## src/rtl/cpu_types_pkg.sv

```systemverilog
// Shared CPU pipeline types: register write source, operand forwarding
// source and the forwarding/hazard controller state encoding.
package cpu_types_pkg;

    typedef enum logic [1:0] {
        WRITE_ALU = 2'd0,
        WRITE_RAM = 2'd1,
        WRITE_NPC = 2'd2
    } wsrc_t;

    typedef enum logic [1:0] {
        FWD_REGFILE  = 2'd0,
        FWD_BYPASS   = 2'd1,
        FWD_CAPTURED = 2'd2
    } fwd_src_t;

    typedef enum logic [1:0] {
        RUN   = 2'd0,
        STALL = 2'd1,
        HOLD  = 2'd2
    } fwd_state_t;

endpackage

```

## src/rtl/fwd_hazard_unit_select.sv

```systemverilog
// Per-operand bypass priority mux: the youngest post-execute stage writing the
// operand's source register supplies the value; otherwise the regfile value passes.
module fwd_select
    import cpu_types_pkg::*;
#(
    parameter int WORD_W = 32,
    parameter int REG_AW = 5,
    parameter int NSTAGE = 2
) (
    input  logic [NSTAGE*REG_AW-1:0] st_wsel,
    input  logic [NSTAGE*2-1:0]      st_wsrc,
    input  logic [NSTAGE*WORD_W-1:0] st_alu,
    input  logic [NSTAGE*WORD_W-1:0] st_npc,
    input  logic [NSTAGE*WORD_W-1:0] st_load,
    input  logic [NSTAGE-1:0]        st_load_vld,
    input  logic [REG_AW-1:0]        op_reg,
    input  logic                     op_use,
    input  logic [WORD_W-1:0]        op_val,
    output logic [WORD_W-1:0]        fwd_val,
    output logic                     fwd_hit,
    output logic                     not_ready
);

    always_comb begin
        fwd_val   = op_val;
        fwd_hit   = 1'b0;
        not_ready = 1'b0;
        // Walk oldest to youngest so the youngest match overwrites the rest.
        for (int i = NSTAGE - 1; i >= 0; i--) begin
            if (op_use && (op_reg != '0) && (st_wsel[i*REG_AW +: REG_AW] == op_reg)) begin
                fwd_hit = 1'b1;
                case (st_wsrc[i*2 +: 2])
                    WRITE_RAM: begin
                        fwd_val   = st_load[i*WORD_W +: WORD_W];
                        not_ready = ~st_load_vld[i];
                    end
                    WRITE_NPC: begin
                        fwd_val   = st_npc[i*WORD_W +: WORD_W];
                        not_ready = 1'b0;
                    end
                    default: begin
                        fwd_val   = st_alu[i*WORD_W +: WORD_W];
                        not_ready = 1'b0;
                    end
                endcase
            end
        end
    end

endmodule

```

## src/rtl/fwd_hazard_unit.sv

```systemverilog
// Operand bypass network with load-use hazard detection, stall request and
// per-operand capture registers that hold bypassed values across downstream stalls.
module fwd_hazard_unit
    import cpu_types_pkg::*;
#(
    parameter int WORD_W = 32,
    parameter int REG_AW = 5,
    parameter int NSTAGE = 2,
    parameter int NOPS   = 3,
    parameter int CNT_W  = 16
) (
    input  logic                     CLK,
    input  logic                     RST,
    input  logic [NSTAGE*REG_AW-1:0] st_wsel,
    input  logic [NSTAGE*2-1:0]      st_wsrc,
    input  logic [NSTAGE*WORD_W-1:0] st_alu,
    input  logic [NSTAGE*WORD_W-1:0] st_npc,
    input  logic [NSTAGE*WORD_W-1:0] st_load,
    input  logic [NSTAGE-1:0]        st_load_vld,
    input  logic [REG_AW-1:0]        ex_wsel,
    input  logic                     ex_is_load,
    input  logic [NOPS*REG_AW-1:0]   op_reg,
    input  logic [NOPS-1:0]          op_use,
    input  logic [NOPS*WORD_W-1:0]   op_val,
    input  logic                     pipe_stall,
    input  logic                     dec_adv,
    input  logic                     flush,
    output logic [NOPS*WORD_W-1:0]   op_fwd,
    output logic [NOPS*2-1:0]        fwd_src,
    output logic                     hz_stall,
    output logic [CNT_W-1:0]         stall_cnt,
    output fwd_state_t               dbg_state
);

    // Handshake: upstream may move decode into execute (dec_adv) only in a cycle
    // where hz_stall is low; a hazard always overrides a concurrent dec_adv.

    fwd_state_t        state, state_nxt;
    logic [WORD_W-1:0] sel_val [NOPS];
    logic [NOPS-1:0]   sel_hit, sel_nr, op_hz;
    logic [WORD_W-1:0] cap     [NOPS];
    logic [NOPS-1:0]   cap_vld;
    logic              hazard, hold_hz, cap_load, cap_clr;

    for (genvar k = 0; k < NOPS; k++) begin : g_op
        fwd_select #(
            .WORD_W (WORD_W),
            .REG_AW (REG_AW),
            .NSTAGE (NSTAGE)
        ) u_sel (
            .st_wsel     (st_wsel),
            .st_wsrc     (st_wsrc),
            .st_alu      (st_alu),
            .st_npc      (st_npc),
            .st_load     (st_load),
            .st_load_vld (st_load_vld),
            .op_reg      (op_reg[k*REG_AW +: REG_AW]),
            .op_use      (op_use[k]),
            .op_val      (op_val[k*WORD_W +: WORD_W]),
            .fwd_val     (sel_val[k]),
            .fwd_hit     (sel_hit[k]),
            .not_ready   (sel_nr[k])
        );

        assign op_hz[k] = sel_nr[k] |
                          (ex_is_load && (ex_wsel != '0) && op_use[k] &&
                           (op_reg[k*REG_AW +: REG_AW] == ex_wsel));

        always_comb begin
            if ((state == HOLD) && cap_vld[k]) begin
                op_fwd[k*WORD_W +: WORD_W] = cap[k];
                fwd_src[k*2 +: 2]          = FWD_CAPTURED;
            end else begin
                op_fwd[k*WORD_W +: WORD_W] = sel_val[k];
                fwd_src[k*2 +: 2]          = sel_hit[k] ? FWD_BYPASS : FWD_REGFILE;
            end
        end
    end

    assign hazard    = |op_hz;
    assign hold_hz   = |(op_hz & ~cap_vld);
    assign dbg_state = state;

    always_comb begin
        state_nxt = state;
        hz_stall  = 1'b0;
        cap_load  = 1'b0;
        cap_clr   = 1'b0;
        case (state)
            RUN: begin
                hz_stall = hazard;
                if (hazard) begin
                    state_nxt = STALL;
                end else if (pipe_stall) begin
                    cap_load  = 1'b1;
                    state_nxt = HOLD;
                end
            end
            STALL: begin
                hz_stall = hazard;
                if (!hazard) state_nxt = RUN;
            end
            HOLD: begin
                // Captured operands are safe; only uncaptured ones can still stall.
                hz_stall = hold_hz;
                if (dec_adv && !hold_hz) begin
                    cap_clr   = 1'b1;
                    state_nxt = RUN;
                end
            end
            default: state_nxt = RUN;
        endcase
        if (flush) begin
            state_nxt = RUN;
            hz_stall  = 1'b0;
            cap_load  = 1'b0;
            cap_clr   = 1'b1;
        end
    end

    always_ff @(posedge CLK or posedge RST) begin
        if (RST) begin
            state     <= RUN;
            cap_vld   <= '0;
            stall_cnt <= '0;
            for (int k = 0; k < NOPS; k++) cap[k] <= '0;
        end else begin
            state <= state_nxt;
            if (hz_stall && (stall_cnt != '1)) stall_cnt <= stall_cnt + 1'b1;
            if (cap_clr) begin
                cap_vld <= '0;
            end else if (cap_load) begin
                cap_vld <= op_use;
                for (int k = 0; k < NOPS; k++) begin
                    if (op_use[k]) cap[k] <= sel_val[k];
                end
            end
        end
    end

endmodule
```

## config.mk

```make
export PLATFORM = sky130hd
export DESIGN_NAME = fwd_hazard_unit
export DESIGN_NICKNAME = d
export VERILOG_FILES = /design/src/rtl/cpu_types_pkg.sv /design/src/rtl/fwd_hazard_unit_select.sv /design/src/rtl/fwd_hazard_unit.sv
export SDC_FILE = /design/constraint.sdc
export NUM_CORES = 1
export LEC_CHECK = 0
export CORE_MARGIN = 10
export CORE_UTILIZATION = 30
export CTS_BUF_LIST = sky130_fd_sc_hd__clkbuf_8
export CTS_CLUSTER_DIAMETER = 200
export CTS_CLUSTER_SIZE = 8
export DETAILED_ROUTE_END_ITERATION = 12
export SYNTH_ARGS = -nofsm -noshare
export SYNTH_HDL_FRONTEND = slang
export SYNTH_SLANG_ARGS = --single-unit
export TNS_END_PERCENT = 100
```

## constraint.sdc

```tcl
create_clock -name CLK -period 5.2 [get_ports CLK]
set_clock_uncertainty 0.1 [all_clocks]
set_input_delay 0.78 -clock CLK [delete_from_list [all_inputs] [get_ports CLK]]
set_output_delay 0.78 -clock CLK [all_outputs]
set_load 0.01 [all_outputs]
```

==> reports/metrics.yaml <==
clock_network:
  cts-buffers-inserted: 17
  postCtsSetupBuffers: 0
  clk_latency_ns: 0.45
  cts_hold_buf: 0
  cts_max_level: 4
  cts-resized-gates: 0
  clockRootBuffer: "clkbuf_8"
  cts_num_sinks: 117
  cts_buffer_depth: 2
  cts_tree: "built"
  clk_pin_slew_ns: 0.09
timing:
  relSlewSlack: 0.197
  setup_tns_ns: 0
  layout_setup_ws_ns: 0.305
  setup_viol: 0
  rsz0062_at_grt: "no"
  post-route-min-period_ns: 4.90
  period_share: 0.941
  worst_pin_slew_ns: 1.20
  final_max_slew_viol_count: 0
  fmax_ghz: 0.204
  report.final.hold_viol_count: 0
routing:
  drtAntennaViolNets: 0
  drt-total-wl_um: 50100
  wl_per_cell_um: 25.0
  drtIter0Drc: 773
  vias: 10618
  first_pass_iters: 5
  drc: 0
  via_per_inst: 5.29
final_layout:
  final_util: 0.481
  syn_to_final_growth_pct: 57.3
  design_area_um2: 15300
  layout.nets: 1893
  drive_gt1_frac: 0.164
global_routing:
  antenna_found_initial: 2
  grt_pass1_wl_um: 72000
  grt.overflow.total: 0
  grt_max_degree: 67
  grt_pass1_vias: 10950
  gr-usage-all-layers: 0.240
critical_path:
  reg2reg_to: "stall_cnt[1]$_DFFE_PP0P_"
  r2r_setup_slack_ns: 2.71
  endpoint: "op_fwd[64]"
  ff2ff_path_depth: 7
  start_kind: "input pin"
  timing.rr.start: "stall_cnt[5]$_DFFE_PP0P_"
  max_stage_delay_ns: 0.59
  critPathArrivalTime_ns: 4.02
  crit_path_end_kind: "output pin"
  crit_path_max_fanout: 34
  crit_path_cell_trace: "clkdlybuf4s50_1, or4_1, o21ai_2, nor4_4, buf_12, mux2_2, nor2_1, a21oi_1, mux2_2, clkdlybuf4s50_1"
  critPathKind: "input pin to output pin"
  crit_required_ns: 4.32
  slowest_stage: "or4_1"
  crit_start: "op_reg[11]"
synth:
  syn_inst: 1139
  synthTopCellsByCount: "a21oi_1, dfrtp_1, nor2_1, mux2_2, o21ai_0"
  yosys.area.top_type: "dfrtp_1"
  syn_avg_cell_area_um2: 8.54
  synth_top_area_share: 0.301
  synthDistinctLibCells: 47
  synth.most_common_cell: "a21oi_1"
  synth-edff-count: 0
  synthTopCellsByArea: "dfrtp_1, mux2_2, mux2_4"
  ys_warn_count: 0
  synth_area_um2: 9720
  seq_area_frac_synth: 0.301
  async_reset_ff_frac: 1.00
  synth_nets: 1477
  postSynth.topFlopCell: "dfrtp_1"
  ys_seq_elements: 117
min_path:
  hp-class: "flop to flop"
  worstHoldStart: "cap[42]$_DFFE_PP0P_"
floorplan:
  std_cell_rows: 65
  ios: 454
  dieArea_um2: 40000
  core_area_um2: 31800
  start_util: 0.306
  die_h_um: 200
  die_w_um: 200
pwr:
  leakage_uw: 0.00620
  power_density_nw_per_um2: 229
  peakVddDrop_v: 0.000151
  swShare: 0.352
  fin_total_pwr_uw: 3500
  pwr-share-comb: 0.384
  p_switching_uw: 1240
  clockPowerShare: 0.260
  p_int_uw: 2270
  seq_power_share: 0.356
place:
  placed_area_um2: 14900
  hpwl_um: 38800
  gp_congestion: 0.944
  place_ws_ns: 0.311
  io_buffer_count: 453
run:
  cap_violations: 0
run_status:
  status: "complete, no violations"
[power by group through the flow]
stage,Sequential [uW],Clock [uW],Combinational [uW]
5_1_grt,1280,975,1450
4_1_cts,1250,932,1350
2_1_floorplan,1230,0,675
3_3_place_gp,1250,0,1340
3_5_place_dp,1260,0,1350
6_report,1250,912,1350
[per-layer routing]
metal / share of wire / vias up / track usage
met5: 0 / - / 0
met4: 0.031 / 0 / 0.0836
met3: 0.091 / 56 / 0.0737
met2: 0.49 / 461 / 0.414
met1: 0.39 / 5120 / 0.276
li1: - / 4981 / -
[cells by family (layout without fill, tap and decap cells)]
logic type,count (synthesis),count (layout),synth area share
compound gates,371,371,0.230
xor+xnor,59,59,0.0532
fa+ha+maj,5,5,0.00644
buf+inv,110,539,0.0476
flops,117,117,0.301
mux,161,161,0.210
other cells,0,4,0
simple gates,316,316,0.152
[final cells by class]
class	count	area (um2)
clock buffers	17	234
diodes	4	10.0
repair buffers	495	4970
multi-input cells	912	6380
inverters	12	47.5
well taps	435	544
flip-flops and latches	117	2930
clock inverters	15	176
fillers	3075	16500
[critical path, delay by kind of cell]
family	cells	cell delay, ns
AOI/OAI and AO/OA	2	0.73
and+or+nand+nor	3	0.72
muxes	2	0.53
buffers and inverters	3	1.25
[cells in the final DEF (no fill, tap or decap), types with 5 or more instances in the layout]
cell type and instances:
mux2_2 101, a21oi_1 130, dfrtp_1 117, nand3_1 46, inv_8 6, clkbuf_8 17
clkdlybuf4s50_1 453, inv_6 5, o21ai_0 98, nand2_1 74, mux2_4 60, nand4_1 10
xor2_1 21, buf_4 32, and2_1 35, nor2_1 109, buf_12 10, inv_1 11
a211oi_1 32, a22oi_1 96, xnor2_1 38
[registers in the layout, summed over array words and instances (netlist names)]
register   flops
stall_cnt     16
dbg_state      2
cap           96
cap_vld        3
[worst min path at each step]
stage,to,slack (ns),cells after the start
global placement,cap[57]$_DFFE_PP0P_,0.36,2
CTS,cap[32]$_DFFE_PP0P_,0.39,2
global route,cap[54]$_DFFE_PP0P_,0.42,2
floorplan,cap[32]$_DFFE_PP0P_,0.35,2
detailed placement,cap[32]$_DFFE_PP0P_,0.37,2
finish,cap[42]$_DFFE_PP0P_,0.39,2
[stage by stage]
stage	hold WS (ns)	std cells
after floorplan	0.351	1139
after global placement	0.362	1971
after detailed placement	0.371	1971
after CTS	0.392	2003
after global routing	0.419	2005
final	0.389	2007
Power figures use the tool's default switching activity.
